<file path="config.mk">
export PLATFORM = sky130hd
export DESIGN_NAME = rotmul_store_engine
export DESIGN_NICKNAME = d
export VERILOG_FILES = /design/src/rtl/rotmul_pkg.sv /design/src/rtl/rotmul_regfile.sv /design/src/rtl/rotmul_store_engine.sv
export SDC_FILE = /design/constraint.sdc
export NUM_CORES = 1
export LEC_CHECK = 0
export BUFFER_PORTS_ARGS = -buffer_cell sky130_fd_sc_hd__buf_2
export CAP_MARGIN = 0
export CORE_ASPECT_RATIO = 0.75
export CORE_MARGIN = 1
export CORE_UTILIZATION = 30
export DETAILED_ROUTE_END_ITERATION = 8
export GPL_ROUTABILITY_DRIVEN = 1
export PLACE_DENSITY = 0.5
export SYNTH_ARGS = -nofsm -noshare
export SYNTH_HDL_FRONTEND = slang
export SYNTH_SLANG_ARGS = --single-unit
</file>
<file path="constraint.sdc">
create_clock -name clk -period 5.3 [get_ports clk]
set_input_delay 0.795 -clock clk [delete_from_list [all_inputs] [get_ports clk]]
set_output_delay 0.795 -clock clk [all_outputs]
set_load 0.01 [all_outputs]
</file>
<file path="src/rtl/rotmul_pkg.sv">
// -----------------------------------------------------------------------------
// rotmul_pkg
// Shared definitions for the rotate-multiply-store engine:
//   - rot_mode_t : rotation mode encodings carried with each beat
//   - state_t    : engine control states (IDLE / DRAIN / CLEAR)
//   - rotl_var   : width-generic left rotate used by the datapath
// No ports (package).
// -----------------------------------------------------------------------------
package rotmul_pkg;

    // Widest operand the rotate helper supports.
    localparam int MAXW = 32;

    typedef enum logic [1:0] {
        ROT_L1   = 2'd0,
        ROT_ALT  = 2'd1,
        ROT_VAR  = 2'd2,
        ROT_NONE = 2'd3
    } rot_mode_t;

    typedef enum logic [1:0] {
        IDLE  = 2'd0,
        DRAIN = 2'd1,
        CLEAR = 2'd2
    } state_t;

    // Rotate the low w bits of x left by (n mod w). Bits above w are zero.
    // Works in a double-width word so that w == MAXW needs no special case;
    // an amount of 0 shifts right by w, which contributes nothing.
    function automatic logic [MAXW-1:0] rotl_var(input logic [MAXW-1:0] x,
                                                 input int unsigned     w,
                                                 input int unsigned     n);
        logic [2*MAXW-1:0] mask;
        logic [2*MAXW-1:0] wide;
        int unsigned       s;
        s    = n % w;
        mask = {(2*MAXW){1'b1}} >> (2*MAXW - w);
        wide = (2*MAXW)'(x) & mask;
        wide = ((wide << s) | (wide >> (w - s))) & mask;
        return wide[MAXW-1:0];
    endfunction

endpackage

</file>
<file path="src/rtl/rotmul_regfile.sv">
// -----------------------------------------------------------------------------
// rotmul_regfile
// DEPTH x 2W register file with one datapath write port, one clear write
// port (zeroes an entry, takes priority) and a write-first synchronous read.
// Optional macro ROTMUL_ACCUM_EN: the datapath write becomes a saturating
// read-modify-write (entry = min(entry + data, 2^(2W)-1)).
// Ports:
//   clk, rst_n          clock, async active-low reset (clears all entries)
//   wr_en/addr/data     datapath write (product)
//   clr_en/clr_addr     zero one entry
//   rd_en/rd_addr       read request; rd_data/rd_valid registered result
// -----------------------------------------------------------------------------
module rotmul_regfile #(
    parameter int W     = 4,
    parameter int DEPTH = 16,
    parameter int AW    = $clog2(DEPTH)
) (
    input  logic            clk,
    input  logic            rst_n,
    input  logic            wr_en,
    input  logic [AW-1:0]   wr_addr,
    input  logic [2*W-1:0]  wr_data,
    input  logic            clr_en,
    input  logic [AW-1:0]   clr_addr,
    input  logic            rd_en,
    input  logic [AW-1:0]   rd_addr,
    output logic [2*W-1:0]  rd_data,
    output logic            rd_valid
);

    logic [2*W-1:0] mem [DEPTH];
    logic           upd_en;
    logic [AW-1:0]  upd_addr;
    logic [2*W-1:0] upd_val;

`ifdef ROTMUL_ACCUM_EN
    function automatic logic [2*W-1:0] sat_add(input logic [2*W-1:0] a,
                                               input logic [2*W-1:0] b);
        logic [2*W:0] s;
        s = {1'b0, a} + {1'b0, b};
        return s[2*W] ? {(2*W){1'b1}} : s[2*W-1:0];
    endfunction
`endif

    // Single merged update; the accumulate path reads the entry in the same
    // cycle it writes, so consecutive beats to one address never see stale data.
    always_comb begin
        upd_en   = wr_en || clr_en;
        upd_addr = clr_en ? clr_addr : wr_addr;
        if (clr_en) begin
            upd_val = '0;
        end else begin
`ifdef ROTMUL_ACCUM_EN
            upd_val = sat_add(mem[wr_addr], wr_data);
`else
            upd_val = wr_data;
`endif
        end
    end

    always_ff @(posedge clk or negedge rst_n) begin
        if (!rst_n) begin
            for (int i = 0; i < DEPTH; i++) begin
                mem[i] <= '0;
            end
            rd_data  <= '0;
            rd_valid <= 1'b0;
        end else begin
            if (upd_en) begin
                mem[upd_addr] <= upd_val;
            end
            rd_valid <= rd_en;
            if (rd_en) begin
                // Write-first: a same-edge update to the read address is forwarded.
                rd_data <= (upd_en && (upd_addr == rd_addr)) ? upd_val : mem[rd_addr];
            end
        end
    end

endmodule

</file>
<file path="src/rtl/rotmul_store_engine.sv">
// -----------------------------------------------------------------------------
// rotmul_store_engine
// Pipelined rotate-multiply-store engine. Each accepted (num, key, addr) beat
// is rotated left per rot_mode, multiplied by key (full 2W-bit product) and
// written to file[addr] two edges after acceptance. A clear sequencer drains
// the pipeline and zeroes every entry, then pulses clr_done.
// Optional macro ROTMUL_ACCUM_EN (in rotmul_regfile): saturating accumulate.
// Ports:
//   clk, rst_n                    clock, async active-low reset
//   in_valid/in_ready             beat handshake (in_ready = state is IDLE)
//   in_num, in_key, in_addr       beat operands and destination
//   rot_mode, rot_amt             rotation select / variable amount
//   clr_req, clr_done             clear request / completion pulse
//   rd_en, rd_addr                read request
//   rd_data, rd_valid             read result (write-first)
// -----------------------------------------------------------------------------
module rotmul_store_engine
    import rotmul_pkg::*;
#(
    parameter int W     = 4,
    parameter int DEPTH = 16,
    parameter int AW    = $clog2(DEPTH),
    parameter int RW    = $clog2(W)
) (
    input  logic            clk,
    input  logic            rst_n,
    input  logic            in_valid,
    output logic            in_ready,
    input  logic [W-1:0]    in_num,
    input  logic [W-1:0]    in_key,
    input  logic [AW-1:0]   in_addr,
    input  logic [1:0]      rot_mode,
    input  logic [RW-1:0]   rot_amt,
    input  logic            clr_req,
    output logic            clr_done,
    input  logic            rd_en,
    input  logic [AW-1:0]   rd_addr,
    output logic [2*W-1:0]  rd_data,
    output logic            rd_valid
);

    state_t         state_q, state_d;
    logic           accept;
    logic           toggle;
    logic [AW-1:0]  cnt;
    logic           clr_active;
    logic           clr_last;

    logic           vld_p1;
    logic [W-1:0]   num_p1;
    logic [W-1:0]   key_p1;
    logic [AW-1:0]  addr_p1;
    rot_mode_t      mode_p1;
    logic [RW-1:0]  amt_p1;

    logic           vld_p2;
    logic [W-1:0]   rot_p2;
    logic [W-1:0]   key_p2;
    logic [AW-1:0]  addr_p2;

    int unsigned    rot_n;
    logic [W-1:0]   rot_c;
    logic [2*W-1:0] prod;

    assign in_ready   = (state_q == IDLE);
    assign accept     = in_valid && in_ready;
    assign clr_active = (state_q == CLEAR);
    assign clr_last   = clr_active && (cnt == AW'(DEPTH - 1));

    // ---- control state: FSM, valids, toggle, clear counter ----
    always_ff @(posedge clk or negedge rst_n) begin
        if (!rst_n) begin
            state_q  <= IDLE;
            vld_p1   <= 1'b0;
            vld_p2   <= 1'b0;
            toggle   <= 1'b0;
            cnt      <= '0;
            clr_done <= 1'b0;
        end else begin
            state_q  <= state_d;
            vld_p1   <= accept;
            vld_p2   <= vld_p1;
            clr_done <= clr_last;
            // Toggle advances as an alternating-mode beat moves S1 -> S2.
            if (clr_last) begin
                toggle <= 1'b0;
            end else if (vld_p1 && (mode_p1 == ROT_ALT)) begin
                toggle <= ~toggle;
            end
            if (clr_active) begin
                cnt <= clr_last ? '0 : cnt + AW'(1);
            end
        end
    end

    always_comb begin
        state_d = state_q;
        case (state_q)
            IDLE:    if (clr_req) state_d = DRAIN;
            DRAIN:   if (!vld_p1 && !vld_p2) state_d = CLEAR;
            CLEAR:   if (clr_last) state_d = IDLE;
            default: state_d = IDLE;
        endcase
    end

    // ---- stage 1: capture beat ----
    always_ff @(posedge clk) begin
        if (accept) begin
            num_p1  <= in_num;
            key_p1  <= in_key;
            addr_p1 <= in_addr;
            mode_p1 <= rot_mode_t'(rot_mode);
            amt_p1  <= rot_amt;
        end
    end

    always_comb begin
        rot_n = 0;
        case (mode_p1)
            ROT_L1:   rot_n = 1;
            ROT_ALT:  rot_n = toggle ? 2 : 1;
            ROT_VAR:  rot_n = 32'(amt_p1);
            ROT_NONE: rot_n = 0;
            default:  rot_n = 0;
        endcase
        rot_c = W'(rotl_var(MAXW'(num_p1), W, rot_n));
    end

    // ---- stage 2: register rotated operand ----
    always_ff @(posedge clk) begin
        if (vld_p1) begin
            rot_p2  <= rot_c;
            key_p2  <= key_p1;
            addr_p2 <= addr_p1;
        end
    end

    // ---- stage 3: multiply and write into the file ----
    assign prod = (2*W)'(key_p2) * (2*W)'(rot_p2);

    rotmul_regfile #(
        .W     (W),
        .DEPTH (DEPTH),
        .AW    (AW)
    ) u_regfile (
        .clk      (clk),
        .rst_n    (rst_n),
        .wr_en    (vld_p2),
        .wr_addr  (addr_p2),
        .wr_data  (prod),
        .clr_en   (clr_active),
        .clr_addr (cnt),
        .rd_en    (rd_en),
        .rd_addr  (rd_addr),
        .rd_data  (rd_data),
        .rd_valid (rd_valid)
    );

endmodule
</file>
==> qor.yml, run 1 <==
synth:
  synth_edf_count: 28
  synth_cell_types: 61
  synth-async-reset-ratio: 0.840
  syn_avg_cell_area_um2: 14.0
  syn_nets: 647
  synth_common_cells: "dfrtp_1 (147), mux2_2 (130), mux4_2 (32)"
  syn-cell-area_um2: 8470
  synth-main-ff-cell: "dfrtp_1"
  synthTopCellsByArea: "dfrtp_1 (43%), mux2_2 (17%), edfxtp_1 (9.9%)"
  synthCells: 604
  ys_warn_count: 0
  synth_top_area_frac: 0.434
  synth_seq_cells: 175
  yosysMostFrequentCell: "dfrtp_1"
  synth_area_leader_cell: "dfrtp_1"
  yosysSeqAreaShare: 0.534
placement:
  globalplace.congestion: 0.749
  dp_hpwl_mm: 14.1
  dp.cells: 956
  portBuffers: 35
setup_path:
  critical_path_class: "register to register"
  crit_top_cell: "fa_1"
  crit_required_ns: 5.66
  end_kind: "register"
  cp_data_arrival_time_ns: 3.97
  slowest_stage: "mux2i_2"
  path_cells: "nand2_1 > fa_1 > inv_1 > fa_1 > fa_1 > a21o_1 > a21oi_1 > mux2i_2 > nand3_1 > a31oi_1"
  critPathMaxFanout: 17
  cp-start-kind: "register"
  max_stage_delay_ns: 0.72
power_and_ir_drop:
  power_leakage_uw: 0.00411
  powerDensity_nw_per_um2: 551
  ir_worst_vdd_uv: 256
timing:
  fin_tns_setup_ns: 0
  fin_worst_skew_ns: 0.0136
  period_share: 0.681
  fmax_mhz: 277
  tightest_slew_ns: 1.19
  rsz0062_at_grt: "no"
  fin_crit_ns: 3.61
  slew_viol_final: 0
  final_hold_viol_count: 0
  relSlewSlack: 0.207
  setup_violations: 0
cts:
  clkLatencyLatePin_ns: 0.44
  clock_sinks: 175
  cts_buffer_depth: 2
  cts_max_level: 4
  cts_tree: "yes"
  cts_setup_buffers: 0
  cts_resized: 0
  cts_root_buffer: "clkbuf_16"
  numCtsBuffers: 17
  clk_pin_slew_ns: 0.07
  cts_hold_buf: 0
drt:
  drtIter0Drc: 200
  drt-total-wl_mm: 20.3
  wl_per_cell_um: 20.6
  viasPerCell: 5.22
  dr.pass1.iters: 4
  drc_errors: 0
  vias: 5155
  antenna_left: 0
global_routing:
  grt_max_degree: 81
  groute.usage.overall: 0.152
  grt_first_pass_wirelength_mm: 32.9
  antenna_found_initial: 0
  grt-ovfl-total: 0
  first_global_vias: 5595
final_layout:
  nets: 667
  diodes: 0
  fillers: 2632
  syn_to_final_growth_pct: 12.0
  fin_cells: 988
  drive_gt1_frac: 0.397
die:
  initial_utilization: 0.310
  die_area_um2: 28900
  ioPinCount: 36
  die_w_um: 196
  coreArea_um2: 27300
  rows: 52
  die_y_um: 148
worst_hold_path:
  hp-class: "primary input to asynchronous set/reset pin"
job:
  maxCapViolations: 0
outcome:
  outcome: "complete, no violations"
## cells in the final DEF (no fill, tap or decap), types with 3 or more instances in the layout
cell type / instances
clkbuf_16: 17
inv_8: 4
fa_1: 4
nand2b_1: 7
nor3_1: 3
o21a_1: 4
inv_1: 13
edfxtp_1: 28
mux2_2: 130
a211oi_1: 3
mux2i_1: 3
nor3_2: 3
o22ai_1: 16
nand3_1: 13
mux4_2: 32
nand2_1: 29
clkinv_4: 3
ha_1: 14
inv_6: 4
nand2_2: 3
o21ai_0: 14
nor2_1: 26
buf_4: 3
dfrtp_1: 147
nand3b_1: 5
xnor2_1: 6
a21oi_1: 3
a31oi_1: 9
buf_2: 34
and2_1: 13
## layer usage
layer / track usage / vias to the layer above / part of all wire
met4: 0.0441 / 0 / 0.012
met5: 0 / - / 0
met1: 0.213 / 2737 / 0.48
li1: - / 2286 / -
met2: 0.228 / 117 / 0.45
met3: 0.0452 / 15 / 0.059
## per-stage QoR
stage          utilization  cell area, um^2  hold WS (ns)  worst slack [ns]  power (uW)
4_1_cts              0.347             9490         0.178              1.67        5280
6_report             0.347             9490         0.194              1.69        5230
3_5_place_dp         0.326             8910         0.413              1.67        4020
5_1_grt              0.347             9490         0.184              1.38        5580
2_1_floorplan            -             8470         0.400              2.12        3500
3_3_place_gp         0.326             8910         0.416              1.79        3910
## path summary, 6_finish.rpt
kind	cells after the start	endpoint	slack [ns]	start
max	10	u_regfile.rd_data[6]	1.69	rot_p2[3]
max in group asynchronous	2	u_regfile.mem[98]	3.80	rst_n
min reg2reg	0	key_p2[3]	0.43	key_p1[3]
min in group clk	0	key_p2[3]	0.43	key_p1[3]
min	1	u_regfile.mem[57]	0.19	rst_n
max reg2reg	10	u_regfile.rd_data[6]	1.69	rot_p2[3]
## kinds of logic (layout without fill, tap and decap cells)
family,Yosys count,after routing,share of synthesized area
DFF,175,175,0.534
muxes,166,166,0.263
and+or+nand+nor,114,114,0.0700
AOI/OAI and AO/OA,74,74,0.0662
buffers and inverters,50,83,0.0298
adders and majority gates,18,18,0.0301
xor gates and xnor gates,7,7,0.00724
## worst max-delay path, delay by kind of cell (launching register included)
family	cells	cell delay [ns]
adder cells (fa/ha/maj)	3	1.58
flip-flops	1	0.38
AO/OA/AOI/OAI	3	0.57
multiplexers	1	0.72
buffers and inverters	1	0.07
AND/OR/NAND/NOR	2	0.22
## layout make-up
cell class,instances,area (um^2),area share
multi-input cells,379,3700,0.390
clock buffers,17,425,0.0448
clock inverters,15,153,0.0161
inverters,13,48.8,0.00514
repair buffers,38,204,0.0215
well taps,351,439,0.0463
flip-flops and latches,175,4520,0.476
## state kept, by name (all words and copies together), names as in the netlist, 2 cells and up
name / flops
addr_p1: 4
addr_p2: 4
amt_p1: 2
cnt: 4
key_p1: 4
key_p2: 4
mode_p1: 2
num_p1: 4
rot_p2: 4
state_q: 2
u_regfile.mem: 128
u_regfile.rd_data: 8
## report_power, final
group	total [uW]	switching [uW]	leakage (uW)	internal, uW
logic	1800	988	0.00165	813
registers	2180	302	0.00218	1880
clock network	1250	583	0.000280	665
total	5230	1870	0.00411	3360
No activity file was read; power rests on OpenSTA's default activity.
==> run 2, diff against run 1 <==
==> constraint.sdc (replaced) <==
create_clock -name clk -period 3.5 [get_ports clk]
set_input_delay 0.525 -clock clk [delete_from_list [all_inputs] [get_ports clk]]
set_output_delay 0.525 -clock clk [all_outputs]
set_load 0.01 [all_outputs]
==> run 2 against run 1 <==
Effect of this change: clock power grew 41%; worst setup slack lost 1.5 ns; final area grew 0.46%; first-iteration DRC count grew 37%; cell count grew 0.61%; sequential cell count is the same; global-route usage shrank 0.21 points; largest power group unchanged; routed wire length grew 1.2%; highest routed layer unchanged.
==> qor.yml, run 2 (same netlist as run 1, synthesis figures left out) <==
final_layout:
  fillers: 2637  # +0.19%
  final_cell_mix: "dfrtp_1 (147), mux2_2 (130), buf_2 (34), mux4_2 (32), nand2_1 (29)"
  largest_reg_flops: 128  # unchanged
  reg_top3: "u_regfile.mem: 128 flops, u_regfile.rd_data: 8 flops"
  syn_to_final_growth_pct: 12.5
  drive_gt1_frac: 0.401  # +0.00407
  multi_input_area_um2: 3700  # unchanged
  regMostFlops: "u_regfile.mem"
  final_common_cell: "dfrtp_1"
  diodes: 0  # unchanged
  stdcell_area_um2: 9530  # +0.46%
  nets: 674  # +1.0%
  ff_latch_area_um2: 4520  # unchanged
placement:
  globalplace.congestion: 0.746  # -0.44%
  dpl-instance-area_um2: 8990  # +0.87%
  dp_hpwl_mm: 14.4  # +1.9%
  post-place-ws_ns: 0.158  # -1.51 ns
  portBuffers: 35  # unchanged
cts:
  cts_setup_buffers: 0  # unchanged
  numCtsBuffers: 17  # unchanged
  clock_sinks: 175  # unchanged
  cts_max_level: 4  # unchanged
  clkLatencyLatePin_ns: 0.44  # about the same
  cts_tree: "yes"
  cts_resized: 0  # unchanged
  cts_hold_buf: 0  # unchanged
  cts_root_buffer: "clkbuf_16"
  clk_pin_slew_ns: 0.07  # about the same
  cts_buffer_depth: 2  # unchanged
outcome:
  outcome: "complete, no violations"
global_routing:
  grt-ovfl-total: 0  # unchanged
  groute.usage.overall: 0.150  # -0.00206
  grt_first_pass_wirelength_mm: 32.2  # -2.0%
  first_global_vias: 5550  # -0.80%
  antenna_found_initial: 0  # unchanged
  grt_max_degree: 75  # -7.4%
power_and_ir_drop:
  ir_worst_vdd_uv: 402  # +57%
  p_sw_uw: 2820  # +51%
  p_clk_frac: 0.221  # -0.018
  p_int_uw: 5130  # +53%
  pwr-share-comb: 0.363  # +0.018
  p_seq_frac: 0.416  # about the same
  netSwitchingFraction: 0.355  # -0.00339
  power_leakage_uw: 0.00412  # +0.34%
  powerDensity_nw_per_um2: 835  # +52%
setup_path:
  end_kind: "register"
  path_cells: "nand2_1 > fa_1 > inv_1 > fa_1 > ha_1 > a211oi_1 > nor2_1 > mux2_2 > nand2_1 > mux2_2"
  cp_data_arrival_time_ns: 3.65  # -0.32 ns
  slowest_stage: "fa_1"
  max_stage_delay_ns: 0.54  # -0.18 ns
  critPathMaxFanout: 16  # -1
  critical_path_class: "register to register"
  cp-start-kind: "register"
  crit_required_ns: 3.81  # -1.85 ns
die:
  die_w_um: 196  # unchanged
  rows: 52  # unchanged
  die_area_um2: 28900  # unchanged
  ioPinCount: 36  # unchanged
  die_y_um: 148  # unchanged
  coreArea_um2: 27300  # unchanged
  initial_utilization: 0.310  # unchanged
job:
  maxCapViolations: 0  # unchanged
drt:
  wl_per_cell_um: 20.7  # +0.61%
  viasPerCell: 5.15  # -1.4%
  drc_errors: 0  # unchanged
  antenna_left: 0  # unchanged
  vias: 5115  # -0.78%
  drt-total-wl_mm: 20.6  # +1.2%
  drtIter0Drc: 274  # +37%
  dr.pass1.iters: 4  # unchanged
timing:
  fmax_mhz: 300  # +8.2%
  fin_ws_ns: 0.162  # -1.53 ns
  fin_crit_ns: 3.34  # -0.273 ns
  setup_violations: 0  # unchanged
  fin_hold_ws_ns: 0.126  # -0.0677 ns
  fin_tns_setup_ns: 0  # unchanged
  rsz0062_at_grt: "no"
  relSlewSlack: 0.438  # +0.231
  fin_worst_skew_ns: 0.0118  # -0.00185 ns
  final_hold_viol_count: 0  # unchanged
  slew_viol_final: 0  # unchanged
  tightest_slew_ns: 0.843  # -0.342 ns
  period_share: 0.954  # +0.273
worst_hold_path:
  hp-class: "primary input to asynchronous set/reset pin"
[run 2: changes by cell type in the layout (fill, tap and decap cells not counted)]
cell        before  now
clkinv_2         0    1
clkinvlp_4       1    5
clkinv_1         1    0
bufinv_16        1    0
buf_12           0    2
clkinvlp_2       1    0
clkbuf_1         0    2
inv_6            4    1
inv_8            4    0
clkinv_4         3    4
buf_4            3    8
clkbuf_16       17   18
[run 2: area by class of cell]
cell class                 count  area share
timing repair buffer          45      0.0295
multi-input combinational    379       0.388
tap                          351      0.0461
inverter                      13     0.00512
clock buffer                  20      0.0480
sequential                   175       0.474
clock inverter                11     0.00906
[run 2: worst paths after layout]
path                                  from                end  slack [ns]  cells after the start
worst max-delay path             rot_p2[3]  u_regfile.mem[95]        0.16                     10
worst min-delay path                 rst_n  u_regfile.mem[58]        0.13                      1
worst max register to register   rot_p2[3]  u_regfile.mem[95]        0.16                     10
worst min register to register  addr_p1[3]         addr_p2[3]        0.42                      0
max in group asynchronous            rst_n  u_regfile.mem[97]        2.52                      2
min in group clk                 in_key[3]          key_p1[3]        0.26                      1
[run 2: power groups by stage]
stage / clock, uW / combinational [uW] / sequential (uW)
6_report: 1760 / 2890 / 3310
5_1_grt: 1910 / 3150 / 3400
4_1_cts: 1820 / 2920 / 3310
3_5_place_dp: 0 / 2910 / 3340
3_3_place_gp: 0 / 2790 / 3270
2_1_floorplan: 0 / 2140 / 3160
[run 2: metal layers]
| metal | vias up | share of wire | GRT usage | routed length [um] |
|---|---|---|---|---|
| li1 | 2296 | - | - | - |
| met1 | 2679 | 0.46 | 0.206 | 9490 |
| met4 | 0 | 0.011 | 0.0410 | 220 |
| met5 | - | 0 | 0 | 0 |
| met2 | 123 | 0.46 | 0.240 | 9530 |
| met3 | 17 | 0.066 | 0.0349 | 1360 |
[run 2: through the flow]
stage,util,power (uW),std cells
floorplan,-,5300,604
CTS,0.349,8040,994
finish,0.349,7960,994
global route,0.349,8460,994
global placement,0.329,6070,963
detailed placement,0.329,6250,963
[run 2: worst max-delay path, delay by kind of cell (launching register included)]
kind                       cells  cell delay (ns)
muxes                          2             0.64
adders and majority gates      3             1.40
DFF                            1             0.38
AOI/OAI and AO/OA              1             0.21
and+or+nand+nor                3             0.51
buffers and inverters          1             0.06
==> run 3, diff against run 2 <==
--- a/config.mk
+++ b/config.mk
@@ -7,12 +7,14 @@
 export LEC_CHECK = 0
 export BUFFER_PORTS_ARGS = -buffer_cell sky130_fd_sc_hd__buf_2
 export CAP_MARGIN = 0
+export CELL_PAD_IN_SITES_DETAIL_PLACEMENT = 1
+export CELL_PAD_IN_SITES_GLOBAL_PLACEMENT = 2
 export CORE_ASPECT_RATIO = 0.75
 export CORE_MARGIN = 1
-export CORE_UTILIZATION = 30
+export CORE_UTILIZATION = 45
 export DETAILED_ROUTE_END_ITERATION = 8
 export GPL_ROUTABILITY_DRIVEN = 1
-export PLACE_DENSITY = 0.5
+export PLACE_DENSITY = 0.85
 export SYNTH_ARGS = -nofsm -noshare
 export SYNTH_HDL_FRONTEND = slang
 export SYNTH_SLANG_ARGS = --single-unit
==> run 3 against run 2 <==
Effect of this change: clock power is 5% higher; final area is 1.1% lower; total power is 2.0% higher; global-route usage is 7.9 points higher; die area is 33% lower; sequential power hardly changed; critical path type unchanged; highest routed layer unchanged.
==> qor.yml, run 3 (same netlist as run 1, synthesis figures left out) <==
setup_path:
  crit_required_ns: 3.86  # +0.05 ns
  slowest_stage: "fa_1"
  path_cells: "nand2_1 > fa_1 > inv_1 > fa_1 > fa_1 > a21o_1 > a21oi_1 > mux2i_2 > buf_4 > nand3_1 > a31oi_1"
  cp_data_arrival_time_ns: 3.70  # +0.05 ns
  crit_top_cell: "fa_1"
  max_stage_delay_ns: 0.53  # about the same
  critical_path_class: "register to register"
  end_kind: "register"
  critPathMaxFanout: 17  # +1
  cp-start-kind: "register"
  path_delay_family: "adder cells"
  worst-path-buf-inv: 2  # +1
cts:
  numCtsBuffers: 17  # unchanged
  clk_pin_slew_ns: 0.07  # about the same
  clock_sinks: 175  # unchanged
  clkLatencyLatePin_ns: 0.44  # about the same
  cts_tree: "yes"
  cts_buffer_depth: 2  # unchanged
  cts_root_buffer: "clkbuf_16"
  cts_max_level: 4  # unchanged
timing:
  setup_violations: 0  # unchanged
  rsz0062_at_grt: "no"
  fmax_mhz: 299  # -0.13%
  final_hold_viol_count: 0  # unchanged
  fin_crit_ns: 3.34  # +0.00441 ns
  fin_worst_skew_ns: 0.00740  # -0.00437 ns
  tightest_slew_ns: 0.912  # +0.0685 ns
  fin_ws_ns: 0.157  # -0.00441 ns
  slew_viol_final: 0  # unchanged
  relSlewSlack: 0.392  # -0.0457
  period_share: 0.955  # +0.00126
global_routing:
  first_global_vias: 5630  # +1.4%
  grt_max_degree: 61  # -19%
  groute.usage.overall: 0.229  # +0.0789
  grt-ovfl-total: 0  # unchanged
  antenna_found_initial: 0  # unchanged
  grt_first_pass_wirelength_mm: 33.0  # +2.5%
placement:
  globalplace.congestion: 0.787  # +5.5%
  post-place-ws_ns: -0.111  # -0.270 ns
  portBuffers: 35  # unchanged
  dp_hpwl_mm: 13.9  # -3.5%
power_and_ir_drop:
  ir_worst_vdd_uv: 352  # -12%
  finalPower_uw: 8120  # +2.0%
  powerDensity_nw_per_um2: 861  # +3.1%
  power_leakage_uw: 0.00414  # +0.45%
final_layout:
  post-route-util: 0.511  # +0.162
  final_common_cell: "dfrtp_1"
  regMostFlops: "u_regfile.mem"
  syn_to_final_growth_pct: 11.3
  drive_gt1_frac: 0.404  # +0.00311
  final_cell_mix: "dfrtp_1 (147), mux2_2 (130), buf_2 (34), mux4_2 (32)"
  nets: 673  # -0.15%
  reg_top3: "u_regfile.mem: 128 flops, u_regfile.rd_data: 8 flops"
  largest_reg_flops: 128  # unchanged
die:
  initial_utilization: 0.459  # +0.149
  rows: 43  # -17%
  die_w_um: 160  # -18%
  coreArea_um2: 18500  # -32%
  die_y_um: 121  # -18%
  ioPinCount: 36  # unchanged
  die_area_um2: 19400  # -33%
drt:
  vias: 5167  # +1.0%
  drtIter0Drc: 411  # +50%
  drc_errors: 0  # unchanged
  antenna_left: 0  # unchanged
  drt-total-wl_mm: 20.4  # -0.92%
  viasPerCell: 5.80  # +13%
  wl_per_cell_um: 22.9  # +11%
  dr.pass1.iters: 4  # unchanged
outcome:
  outcome: "complete, no violations"
job:
  maxCapViolations: 0  # unchanged
worst_hold_path:
  hp-class: "primary input to asynchronous set/reset pin"
run 3: per-stage QoR:
| stage | instances | area, um^2 | hold WS (ns) | setup TNS (ns) |
|---|---|---|---|---|
| 3_5_place_dp | 857 | 8830 | 0.409 | -0.813 |
| 6_report | 891 | 9430 | 0.0614 | 0 |
| 4_1_cts | 889 | 9410 | 0.0678 | 0 |
| 3_3_place_gp | 857 | 8830 | 0.401 | 0 |
| 2_1_floorplan | 604 | 8470 | 0.229 | 0 |
| 5_1_grt | 890 | 9430 | 0.0889 | 0 |
run 3: per-layer routing:
layer	part of all wire	global-route usage	vias to the layer above
li1	-	-	2297
met1	0.46	0.330	2732
met2	0.47	0.356	122
met3	0.057	0.0463	16
met4	0.0096	0.0577	0
met5	0	0	-
run 3: final timing paths:
path,cells past startpoint,to,startpoint,slack [ns]
hold reg to reg,0,addr_p2[1],addr_p1[1],0.42
hold / removal,1,cnt[1],rst_n,0.06
setup reg to reg,11,u_regfile.rd_data[6],rot_p2[2],0.16
min in group clk,1,addr_p1[3],in_addr[3],0.26
setup / recovery,11,u_regfile.rd_data[6],rot_p2[2],0.16
max in group asynchronous,2,u_regfile.mem[74],rst_n,2.58
run 3: layout make-up:
class / instances / area, um^2
diodes: 1 / 2.50
clock buffers: 17 / 425
clock inverters: 15 / 144
fillers: 1821 / 9020
inverters: 13 / 48.8
multi-input cells: 379 / 3710
flip-flops and latches: 175 / 4520
well taps: 247 / 309
repair buffers: 44 / 274
run 3: what timing repair did:
action | CTS | global route
hold buffers | 0 | 0
endpoints found under the setup margin | 17 | 17
pin swaps | 0 | 1
setup buffers | 0 | 1
gates resized for setup | 1 | 1
run 3: power breakdown:
group,switching (uW),internal (uW)
Clock,893,943
Sequential,486,2840
Combinational,1600,1350
